==> src/rtl/uart_tx_result_sequencer_if.sv <==
// Handshake bundle between the adder-side requester, the result sequencer and the UART transmitter.
interface uart_tx_result_sequencer_if;
    logic        Start_in;
    logic [31:0] Result_in;
    logic        Carry_in;
    logic        Tx_Active_in;
    logic        Tx_Done_in;
    logic        Tx_DV_out;
    logic [7:0]  Tx_Byte_out;
    logic        Busy_out;
    logic        Done_out;
    logic        Error_out;

    modport slave (
        input  Start_in, Result_in, Carry_in, Tx_Active_in, Tx_Done_in,
        output Tx_DV_out, Tx_Byte_out, Busy_out, Done_out, Error_out
    );

    modport master (
        output Start_in, Result_in, Carry_in, Tx_Active_in, Tx_Done_in,
        input  Tx_DV_out, Tx_Byte_out, Busy_out, Done_out, Error_out
    );
endinterface

==> src/rtl/uart_tx_result_sequencer.sv <==
// Sends a 7-byte frame (header, result MSB-first, flags, XOR checksum) through the UART transmitter,
// one byte per Tx_DV pulse, with a per-byte watchdog on Tx_Done.
//
// state   | meaning
// S_IDLE  | waiting for Start_in with the transmitter inactive
// S_SEND  | Tx_DV_out pulse for the current byte
// S_WAIT  | waiting for Tx_Done_in, watchdog running
// S_DONE  | Done_out pulse, frame complete
// S_ERROR | Error_out pulse, frame abandoned on watchdog expiry
module uart_tx_result_sequencer #(
    parameter logic [7:0] HEADER_BYTE  = 8'hA5,
    parameter int         CLKS_PER_BIT = 234,
    parameter int         TIMEOUT_CLKS = 12 * CLKS_PER_BIT
) (
    input logic                        CLK,
    input logic                        RST_N_in,
    uart_tx_result_sequencer_if.slave  bus
);
    typedef enum logic [2:0] {
        S_IDLE  = 3'd0,
        S_SEND  = 3'd1,
        S_WAIT  = 3'd2,
        S_DONE  = 3'd3,
        S_ERROR = 3'd4
    } state_t;

    localparam logic [15:0] TIMEOUT_LAST = 16'(TIMEOUT_CLKS - 1);
    localparam logic [2:0]  LAST_IDX     = 3'd6;

    state_t      state_q, state_d;
    logic [2:0]  idx_q, idx_d;
    logic [15:0] cnt_q, cnt_d;
    logic [31:0] result_q, result_d;
    logic        carry_q, carry_d;
    logic [7:0]  chk_q, chk_d;
    logic        dv_q, dv_d;
    logic [7:0]  byte_q, byte_d;
    logic        busy_q, busy_d;
    logic        done_q, done_d;
    logic        err_q, err_d;

    function automatic logic [7:0] frame_byte(input logic [2:0] i, input logic [31:0] r,
                                              input logic c, input logic [7:0] chk);
        logic [7:0] b;
        case (i)
            3'd0:    b = HEADER_BYTE;
            3'd1:    b = r[31:24];
            3'd2:    b = r[23:16];
            3'd3:    b = r[15:8];
            3'd4:    b = r[7:0];
            3'd5:    b = {7'b0, c};
            3'd6:    b = chk;
            default: b = 8'h00;
        endcase
        return b;
    endfunction

    always_comb begin
        state_d  = state_q;
        idx_d    = idx_q;
        cnt_d    = cnt_q;
        result_d = result_q;
        carry_d  = carry_q;
        chk_d    = chk_q;
        dv_d     = 1'b0;
        byte_d   = byte_q;
        busy_d   = busy_q;
        done_d   = 1'b0;
        err_d    = 1'b0;

        case (state_q)
            S_IDLE: begin
                busy_d = 1'b0;
                if (bus.Start_in && !bus.Tx_Active_in) begin
                    result_d = bus.Result_in;
                    carry_d  = bus.Carry_in;
                    // Checksum taken from the operands being latched, so later input changes cannot leak in
                    chk_d    = bus.Result_in[31:24] ^ bus.Result_in[23:16] ^ bus.Result_in[15:8]
                             ^ bus.Result_in[7:0] ^ {7'b0, bus.Carry_in};
                    idx_d    = 3'd0;
                    busy_d   = 1'b1;
                    dv_d     = 1'b1;
                    byte_d   = HEADER_BYTE;
                    state_d  = S_SEND;
                end
            end
            S_SEND: begin
                cnt_d   = 16'd0;
                state_d = S_WAIT;
            end
            S_WAIT: begin
                if (bus.Tx_Done_in) begin
                    if (idx_q == LAST_IDX) begin
                        done_d  = 1'b1;
                        busy_d  = 1'b0;
                        state_d = S_DONE;
                    end else begin
                        idx_d   = idx_q + 3'd1;
                        dv_d    = 1'b1;
                        byte_d  = frame_byte(idx_q + 3'd1, result_q, carry_q, chk_q);
                        state_d = S_SEND;
                    end
                end else if (cnt_q == TIMEOUT_LAST) begin
                    err_d   = 1'b1;
                    busy_d  = 1'b0;
                    state_d = S_ERROR;
                end else begin
                    cnt_d = cnt_q + 16'd1;
                end
            end
            S_DONE, S_ERROR: begin
                state_d = S_IDLE;
            end
            default: begin
                state_d = S_IDLE;
                idx_d   = 3'd0;
                cnt_d   = 16'd0;
                byte_d  = 8'h00;
                busy_d  = 1'b0;
            end
        endcase
    end

    always_ff @(posedge CLK or negedge RST_N_in) begin
        if (!RST_N_in) begin
            state_q  <= S_IDLE;
            idx_q    <= 3'd0;
            cnt_q    <= 16'd0;
            result_q <= 32'd0;
            carry_q  <= 1'b0;
            chk_q    <= 8'h00;
            dv_q     <= 1'b0;
            byte_q   <= 8'h00;
            busy_q   <= 1'b0;
            done_q   <= 1'b0;
            err_q    <= 1'b0;
        end else begin
            state_q  <= state_d;
            idx_q    <= idx_d;
            cnt_q    <= cnt_d;
            result_q <= result_d;
            carry_q  <= carry_d;
            chk_q    <= chk_d;
            dv_q     <= dv_d;
            byte_q   <= byte_d;
            busy_q   <= busy_d;
            done_q   <= done_d;
            err_q    <= err_d;
        end
    end

    assign bus.Tx_DV_out   = dv_q;
    assign bus.Tx_Byte_out = byte_q;
    assign bus.Busy_out    = busy_q;
    assign bus.Done_out    = done_q;
    assign bus.Error_out   = err_q;
endmodule

==> src/flat_wrapper.sv <==
// flat-port wrapper written by rule: the top's interface ports become plain ports
module uart_tx_result_sequencer_flat 
#(
    parameter logic [7:0] HEADER_BYTE  = 8'hA5,
    parameter int         CLKS_PER_BIT = 234,
    parameter int         TIMEOUT_CLKS = 12 * CLKS_PER_BIT
)
  (CLK, RST_N_in, bus_Start_in, bus_Result_in, bus_Carry_in, bus_Tx_Active_in, bus_Tx_Done_in, bus_Tx_DV_out, bus_Tx_Byte_out, bus_Busy_out, bus_Done_out, bus_Error_out);
  uart_tx_result_sequencer_if bus_i ();
  input logic CLK;
  input logic RST_N_in;
  input wire logic [$bits(bus_i.Start_in)-1:0] bus_Start_in;
  input wire logic [$bits(bus_i.Result_in)-1:0] bus_Result_in;
  input wire logic [$bits(bus_i.Carry_in)-1:0] bus_Carry_in;
  input wire logic [$bits(bus_i.Tx_Active_in)-1:0] bus_Tx_Active_in;
  input wire logic [$bits(bus_i.Tx_Done_in)-1:0] bus_Tx_Done_in;
  output wire logic [$bits(bus_i.Tx_DV_out)-1:0] bus_Tx_DV_out;
  output wire logic [$bits(bus_i.Tx_Byte_out)-1:0] bus_Tx_Byte_out;
  output wire logic [$bits(bus_i.Busy_out)-1:0] bus_Busy_out;
  output wire logic [$bits(bus_i.Done_out)-1:0] bus_Done_out;
  output wire logic [$bits(bus_i.Error_out)-1:0] bus_Error_out;
  assign bus_i.Start_in = bus_Start_in;
  assign bus_i.Result_in = bus_Result_in;
  assign bus_i.Carry_in = bus_Carry_in;
  assign bus_i.Tx_Active_in = bus_Tx_Active_in;
  assign bus_i.Tx_Done_in = bus_Tx_Done_in;
  assign bus_Tx_DV_out = bus_i.Tx_DV_out;
  assign bus_Tx_Byte_out = bus_i.Tx_Byte_out;
  assign bus_Busy_out = bus_i.Busy_out;
  assign bus_Done_out = bus_i.Done_out;
  assign bus_Error_out = bus_i.Error_out;
  uart_tx_result_sequencer #(.HEADER_BYTE(HEADER_BYTE), .CLKS_PER_BIT(CLKS_PER_BIT), .TIMEOUT_CLKS(TIMEOUT_CLKS)) u_core (.CLK(CLK), .RST_N_in(RST_N_in), .bus(bus_i));
endmodule
==> config.mk <==
export PLATFORM = sky130hd
export DESIGN_NAME = uart_tx_result_sequencer_flat
export DESIGN_NICKNAME = d
export VERILOG_FILES = /design/src/rtl/uart_tx_result_sequencer_if.sv /design/src/rtl/uart_tx_result_sequencer.sv /design/src/flat_wrapper.sv
export SDC_FILE = /design/constraint.sdc
export NUM_CORES = 1
export LEC_CHECK = 0
export ABC_CLOCK_PERIOD_IN_PS = 5100
export CORE_MARGIN = 4
export CORE_UTILIZATION = 34
export DETAILED_ROUTE_END_ITERATION = 16
export GPL_TIMING_DRIVEN = 0
export PLACE_DENSITY = 0.6
export SLEW_MARGIN = 25
export SYNTH_ARGS = -nofsm -noshare
export SYNTH_HDL_FRONTEND = slang
export SYNTH_SLANG_ARGS = --single-unit
==> constraint.sdc <==
create_clock -name CLK -period 5.1 [get_ports CLK]
set_input_delay 0.765 -clock CLK [delete_from_list [all_inputs] [get_ports CLK]]
set_output_delay 0.765 -clock CLK [all_outputs]
set_load 0.03 [all_outputs]
**Word level (Yosys, flattened, before mapping)**

Index checks and enable logic that the tools add are counted.

- Shift operators: 0
- Divide/modulo/power cells: 0
- Multipliers: 0
- Muxes and demuxes: 31
- Bitwise logic cells: 6
- $add $sub $neg: 2
- Reductions and logical operators: 11
- Equality and inequality tests: 19
- Order comparisons: 0

Operators with widths:

| kind | count |
|---|---|
| one-hot mux 8 bit (7 select lines) | 1 |
| 2-to-1 mux 16 bit | 2 |
| one-hot mux 16 bit (2 select lines) | 1 |
| 2-to-1 mux 8 bit | 3 |
| one-hot mux 8 bit (3 select lines) | 1 |
| bitwise XOR 8 bit | 3 |
| 2-to-1 mux 3 bit | 6 |
| one-hot mux 3 bit (3 select lines) | 2 |
| adder 16 x 1 -> 16 bit (second input constant) | 1 |
| equality test 16 x 12 -> 1 bit (second input constant) | 1 |
| equality test 3 bit (second input constant) | 5 |
| equality test 3 x 2 -> 1 bit (second input constant) | 4 |
| 2-to-1 mux 1 bit | 12 |
| inequality test 2 bit (second input constant) | 4 |
| bitwise XOR 8 x 1 -> 8 bit | 1 |
| equality test 3 x 1 -> 1 bit (second input constant) | 2 |
| zero test 3 bit | 2 |
| inequality test 3 x 2 -> 1 bit (second input constant) | 2 |
| AND reduction 3 bit | 2 |
| OR reduction 3 bit | 2 |
| AND reduction 2 bit | 2 |
| AND reduction 4 bit | 1 |
| adder 3 x 1 -> 3 bit (second input constant) | 1 |
| one-hot mux 1 bit (3 select lines) | 1 |
| 6 further kinds | 7 |

- RAM bits: 0
- Input port bits: 38
- Output and inout port bits: 12
- ROM bits: 0
- Register bits after elaboration: 75
- Bits in latches: 0
- Memories: 0

**Depth between registers and ports, before layout**

Gate-level depths: netlist (run 1).

- Depth in word-level cells: 6
- Depth in mapped cells: 8

**Worst setup path after synthesis (run 1)**

No wires, ideal clock.

- Path type: input port to flip-flop
- From: input bus_Tx_Done_in
- To: register u_core.cnt_q[15]
- Required time: 4979 ps
- Stages: 6
- Arrival time: 1847 ps
- Slack: 3132 ps
- Buffers on the path: 1
- Cells stage by stage: buf_4 > or2_4 > a2111oi_4 > nand4_1 > xor2_1 > nor2_1

- Word-level cells in the longest chain between the ends: 2

Ends and longest elaborated chain:

| item | line | text |
|---|---|---|
| start: declaration | flat_wrapper.sv:16 | `input wire logic [$bits(bus_i.Tx_Done_in)-1:0] bus_Tx_Done_in;` |
| inequality test 2 bit (no line) | n/a |  |
| AND reduction 3 bit (no line) | n/a |  |
| end signal: assignment | uart_tx_result_sequencer.sv:140 | `cnt_q <= cnt_d;` |
| end: declaration | uart_tx_result_sequencer.sv:32 | `logic [15:0] cnt_q, cnt_d;` |

Every way passes these cells.
A chain may end at the register's enable or synchronous reset.

**Worst setup path in the final report (run 1)**

- From: input bus_Tx_Active_in
- To: register u_core.busy_q (netlist: u_core.bus.Busy_out)

- Word-level cells in the longest chain between the ends: 4

Ends and longest elaborated chain:

| item | line | text |
|---|---|---|
| start: declaration | flat_wrapper.sv:15 | `input wire logic [$bits(bus_i.Tx_Active_in)-1:0] bus_Tx_Active_in;` |
| zero test 1 bit | uart_tx_result_sequencer.sv:74 | `if (bus.Start_in && !bus.Tx_Active_in) begin` |
| logical AND 1 bit | uart_tx_result_sequencer.sv:74 |  |
| 2-to-1 mux 1 bit | uart_tx_result_sequencer.sv:74 |  |
| one-hot mux 1 bit (3 select lines) | uart_tx_result_sequencer.sv:71 | `case (state_q)` |
| end signal: assignment | uart_tx_result_sequencer.sv:146 | `busy_q <= busy_d;` |
| end: declaration | uart_tx_result_sequencer.sv:38 | `logic busy_q, busy_d;` |

Every way passes these cells.

==> results of run 1 <==
## cell type report
| cell class | count | area share |
|---|---|---|
| Buffer | 18 | 0.0187 |
| Clock buffer | 9 | 0.0264 |
| Clock inverter | 7 | 0.0173 |
| Inverter | 4 | 0.00320 |
| Multi-Input combinational cell | 252 | 0.389 |
| Sequential cell | 75 | 0.400 |
| Tap cell | 140 | 0.0373 |
| Timing Repair Buffer | 50 | 0.108 |
## cell usage in the layout (no fill, tap or decap), drive strengths merged, types with 2 or more instances in the layout
| cell type | instances |
|---|---|
| a21bo | 2 |
| a2111oi | 2 |
| nor2 | 21 |
| and4 | 2 |
| nor2b | 3 |
| and3 | 4 |
| dfrtp | 75 |
| xnor2 | 27 |
| o211ai | 4 |
| ha | 6 |
| clkdlybuf4s50 | 48 |
| mux2 | 36 |
| a22oi | 3 |
| nor4bb | 2 |
| xor2 | 14 |
| inv | 7 |
| a211oi | 2 |
| o21ai | 22 |
| nand2 | 42 |
| a221oi | 7 |
| a21oi | 12 |
| a22o | 4 |
| nor3 | 3 |
| clkbuf | 15 |
| nand3 | 14 |
| a211o | 3 |
| buf | 14 |
| clkinv | 2 |
| nand2b | 3 |
## flip-flops by register name, indices dropped and copies added (netlist names)
name                    cells
u_core.result_q            32
u_core.cnt_q               16
u_core.bus.Tx_Byte_out      8
u_core.chk_q                8
u_core.idx_q                3
u_core.state_q              3
u_core.bus.Busy_out         1
u_core.bus.Done_out         1
u_core.bus.Error_out        1
u_core.bus.Tx_DV_out        1
u_core.carry_q              1
## how the worst max path moves through the flow
stage | startpoint | end | slack, ps | depth (start not counted)
6_report | bus_Tx_Active_in | u_core.bus.Busy_out | 2690 | 6
5_1_grt | bus_Tx_Active_in | u_core.bus.Busy_out | 2560 | 6
4_1_cts | bus_Tx_Active_in | u_core.bus.Busy_out | 2700 | 6
3_5_place_dp | bus_Tx_Active_in | u_core.bus.Busy_out | 2340 | 6
3_3_place_gp | RST_N_in | u_core.cnt_q[1] | 560 | 1
2_1_floorplan | bus_Tx_Done_in | u_core.cnt_q[15] | 3130 | 6
## power by group through the flow
stage                     Sequential (µW)  Combinational [µW]  Clock, µW
after global routing                  974                 879        516
after floorplan                       986                 494          0
after global placement                952                 782          0
after detailed placement              958                 800          0
after CTS                             948                 801        492
final                                 946                 795        477
## cells by family after synthesis
logic type      after synthesis  synth area share
compound gates               69             0.134
xor+xnor                     41            0.0964
fa+ha+maj                     6            0.0197
buf+inv                      22            0.0270
flops                        75             0.493
mux                          36             0.107
simple gates                100             0.123
## per-stage QoR
step / hold WS [ps] / util / instances / worst slack, ps
finish: 354 / 0.431 / 555 / 2690
global route: 381 / 0.431 / 555 / 2560
CTS: 367 / 0.431 / 555 / 2700
detailed placement: 470 / 0.412 / 539 / 2340
global placement: 462 / 0.411 / 538 / 563
floorplan: 450 / - / 349 / 3130
## worst max-delay path: stages
cell,delay [ps]
clkdlybuf4s50_1,450
nand2b_1,170
nor2_1,70
nand2_1,380
clkbuf_1,520
o311ai_0,250
## layer usage
| metal | vias up | part of all wire |
|---|---|---|
| met5 | - | 0 |
| met4 | 0 | 0.015 |
| met3 | 12 | 0.060 |
| met2 | 86 | 0.48 |
| met1 | 1399 | 0.44 |
| li1 | 1359 | - |
==> reports/qor.txt, run 1 <==
clk_lat worst skew -> 360 ps
clock net sink count -> 75
via count -> 2856
Clock power frac -> 0.215
filler instances -> 1055
CTS max path bufs -> 2
Setup TNS -> 0 ps
met1 Resource Use GR -> 0.196
post-synth cell types -> 46
Die Y -> 114 µm
DR pass1 iterations -> 4
pwr/cell area -> 473 mW/mm²
outcome -> finished clean
share of layout cells above drive strength 1 -> 0.178
reg2reg start -> u_core.idx_q[0]
drt initial violations -> 156
Critical Path Sink Type -> register
H-tree Lvls -> 3
Final Hold Viols -> 0
Post-DP Area -> 0.00449 mm²
Net count, final -> 454
Synth-to-Final Area Change -> 23.3%
worst ir drop on vdd -> 0.000199 V
initial antenna violation count -> 0
Yosys reg bits -> 75
Max Slew Vio Count -> 0
gp weighted congestion -> 0.836
DR WL/cell -> 16.1 µm
R2R Setup Slk -> 2930 ps
Worst R2R End -> u_core.bus.Tx_Byte_out[7]
Post-synth EDFFs -> 0
required time worst endpoint -> 5280 ps
Combinational Power Share -> 0.358
number of global-route vias before repair -> 2901
Async S/R FF share, synth -> 1.00
TritonCTS clock tree -> yes
DRT antenna net count -> 0
syn avg cell area -> 10.9 µm²
RSZ-0062 raised after global routing -> false
busiest grt layer -> met2
met2 Use GR -> 0.234
max-cap viol count -> 0
Main synth FF type -> dfrtp_1
row cnt -> 38
hold_buf cts -> 0
switching power -> 794 µW
Worst Setup Start Kind -> input port
GRT overflow -> 0
CTS root buffer -> clkbuf_8
top cell type by total area after synthesis -> dfrtp_1
Pwr Total -> 2220 µW
Tightest Pin Transition -> 637 ps
Sw Ratio -> 0.358
Multi-input gate area -> 0.00183 mm²
Yosys warnings -> 0
area of the mapped netlist -> 0.00380 mm²
cells on worst reg2reg path -> 6
Synth top cells by count -> dfrtp_1, nand2_1, mux2_2
Hold WC Path Type -> in -> async
Worst Skew -> 13.3 ps
Total GRT Usage -> 0.145
Register Area -> 0.00188 mm²
largest net degree at the start of global routing -> 40
global-route wire length before repair -> 14800 µm
initial core utilization -> 0.349
Post-CTS Setup Inserts -> 0
Top Ports -> 50
DRC Markers -> 0
DR vias/cell -> 5.15
Syn Nets -> 393
period utilization -> 0.473
Seq/Total Area, Yosys -> 0.493
Critical Path Fanout Max -> 10
worst rel slew slack -> 0.575
Placeable Area -> 0.0109 mm²
Inserted Clock Buffers -> 9
post-cts repair resize count -> 0
top-count cell post-synth -> dfrtp_1
design area -> 0.00469 mm²
Setup Viol. Count Final -> 0
met3 Usage GRT -> 0.0355
Setup CP Type -> in -> reg
Sequential Power Share -> 0.427
dpl hpwl -> 6330 µm
Die Wd -> 114 µm
final wirelength -> 8960 µm
Pint -> 1420 µW
Worst EP arrival -> 2600 ps
Post-Syn Instances -> 349
n_diodes -> 0
FMAX -> 0.414 GHz
min Tclk post-route -> 2410 ps
Synth area leaders -> dfrtp_1, mux2_2, xnor2_1, nand2_1, xor2_1
clock-pin slew on the worst setup and hold paths -> 90 ps
leakage -> 0.00199 µW
Port Buf Inserts -> 49
post-synth top area share -> 0.493
Die ar. -> 0.0129 mm²
Power figures use the tool's default switching activity.
==> run 2: changes to the inputs <==
--- a/config.mk
+++ b/config.mk
@@ -5,7 +5,7 @@
 export SDC_FILE = /design/constraint.sdc
 export NUM_CORES = 1
 export LEC_CHECK = 0
-export ABC_CLOCK_PERIOD_IN_PS = 5100
+export ABC_CLOCK_PERIOD_IN_PS = 2300
 export CORE_MARGIN = 4
 export CORE_UTILIZATION = 34
 export DETAILED_ROUTE_END_ITERATION = 16
==> constraint.sdc (replaced) <==
create_clock -name CLK -period 2.3 [get_ports CLK]
set_input_delay 0.345 -clock CLK [delete_from_list [all_inputs] [get_ports CLK]]
set_output_delay 0.345 -clock CLK [all_outputs]
set_load 0.03 [all_outputs]
==> reports/qor.txt, run 2 (same netlist as run 1, synthesis figures left out) <==
Worst EP arrival -> 2330 ps
Net count, final -> 455
most flop-heavy register -> u_core.result_q
Post-CTS Setup Inserts -> 0
number of global-route vias before repair -> 2901
Register Area -> 0.00188 mm²
worst rel slew slack -> 0.548
Combinational Power Share -> 0.360
Sw Ratio -> 0.357
DR WL/cell -> 16.0 µm
placed cells -> 539
commonest non-fill, non-tap cell in the layout -> dfrtp_1
Worst Skew -> 15.8 ps
GRT overflow -> 0
Placeable Area -> 0.0109 mm²
Sequential Power Share -> 0.426
leakage -> 0.00199 µW
share of layout cells above drive strength 1 -> 0.180
biggest regs -> u_core.result_q (32), u_core.cnt_q (16)
filler instances -> 1053
outcome -> finished clean
global-route wire length before repair -> 14800 µm
min Tclk post-route -> 2120 ps
switching power -> 1760 µW
TritonCTS clock tree -> yes
Die Y -> 114 µm
Final Hold Viols -> 0
worst ir drop on vdd -> 0.000442 V
initial core utilization -> 0.349
H-tree Lvls -> 3
initial antenna violation count -> 0
gp weighted congestion -> 0.836
Tightest Pin Transition -> 678 ps
Multi-input gate area -> 0.00183 mm²
Worst Setup Start Kind -> register
drt initial violations -> 148
DRC Markers -> 0
dpl hpwl -> 6330 µm
Setup Viol. Count Final -> 0
DRT antenna net count -> 0
period utilization -> 0.923
DR vias/cell -> 5.14
max reg flops -> 32
Top Ports -> 50
Die ar. -> 0.0129 mm²
Critical Path Sink Type -> register
Die Wd -> 114 µm
row cnt -> 38
Setup CP Type -> reg -> reg
clock net sink count -> 75
Hold WC Path Type -> reg -> reg
largest net degree at the start of global routing -> 40
clk_lat worst skew -> 360 ps
Total GRT Usage -> 0.146
Synth-to-Final Area Change -> 23.8%
Pint -> 3170 µW
Setup TNS -> 0 ps
CTS max path bufs -> 2
FMAX -> 0.471 GHz
Pwr Total -> 4930 µW
Inserted Clock Buffers -> 9
Critical Path Fanout Max -> 6
max-cap viol count -> 0
RSZ-0062 raised after global routing -> false
Clock power frac -> 0.214
final cell count without fillers -> 556
required time worst endpoint -> 2500 ps
via count -> 2856
final wirelength -> 8900 µm
commonest cells after routing, fill and taps aside -> dfrtp_1, clkdlybuf4s50_1, nand2_1, mux2_2, xnor2_1
clock-pin slew on the worst setup and hold paths -> 90 ps
Port Buf Inserts -> 49
n_diodes -> 0
Max Slew Vio Count -> 0
pwr/cell area -> 1050 mW/mm²
CTS root buffer -> clkbuf_8
DR pass1 iterations -> 4
[run 2: through the flow]
stage          hold slack [ps]  setup slack, ps  instance area [µm²]  utilization
3_5_place_dp               349            -35.8                 4490        0.412
3_3_place_gp               462            -1820                 4470        0.411
2_1_floorplan             49.4              407                 3800            -
4_1_cts                    489              143                 4700        0.432
5_1_grt                    516             48.4                 4710        0.433
6_report                   485              176                 4710        0.433
[run 2: routing by layer]
metal | routed length, µm | part of all wire | global-route usage
met5 | 0 | 0 | 0
met4 | 95 | 0.011 | 0.0404
met3 | 571 | 0.064 | 0.0355
met2 | 4300 | 0.48 | 0.233
met1 | 3940 | 0.44 | 0.198
[run 2: path summary, 6_finish.rpt]
kind                            slack, ps             from                   endpoint  depth (start not counted)
worst max-delay path                  180  u_core.idx_q[0]  u_core.bus.Tx_Byte_out[7]                          6
worst min-delay path                  480  u_core.chk_q[3]            u_core.chk_q[3]                          2
worst max register to register        180  u_core.idx_q[0]  u_core.bus.Tx_Byte_out[7]                          6
worst min register to register        480  u_core.chk_q[3]            u_core.chk_q[3]                          2
max in group asynchronous            1210         RST_N_in          u_core.state_q[2]                          3
min in group asynchronous             490         RST_N_in        u_core.result_q[20]                          2
[run 2: worst max-delay path, stage by stage (launching register included)]
cell,delay (ps)
dfrtp_2,450
ha_1,280
xnor2_2,380
mux2_2,380
a221oi_1,250
a211o_1,140
nand3_1,80
[run 2: area by class of cell]
class | instances | area share
buffer | 18 | 0.0186
tap | 140 | 0.0372
multi-input combinational | 252 | 0.389
timing repair buffer | 51 | 0.110
inverter | 4 | 0.00319
clock inverter | 7 | 0.0173
clock buffer | 9 | 0.0263
sequential | 75 | 0.399
[run 2: power groups by stage]
stage | logic (µW) | clock network, µW | registers (µW)
global placement | 1730 | 0 | 2110
finish | 1780 | 1050 | 2100
detailed placement | 1770 | 0 | 2120
floorplan | 1090 | 0 | 2190
global route | 1970 | 1140 | 2160
CTS | 1780 | 1090 | 2100
[run 2: what timing repair did]
item / in CTS / in global routing
endpoints found under the setup margin: 0 / 1
gates resized for setup: 0 / 2
hold endpoints to repair: 36 / 0
hold buffers: 1 / 0
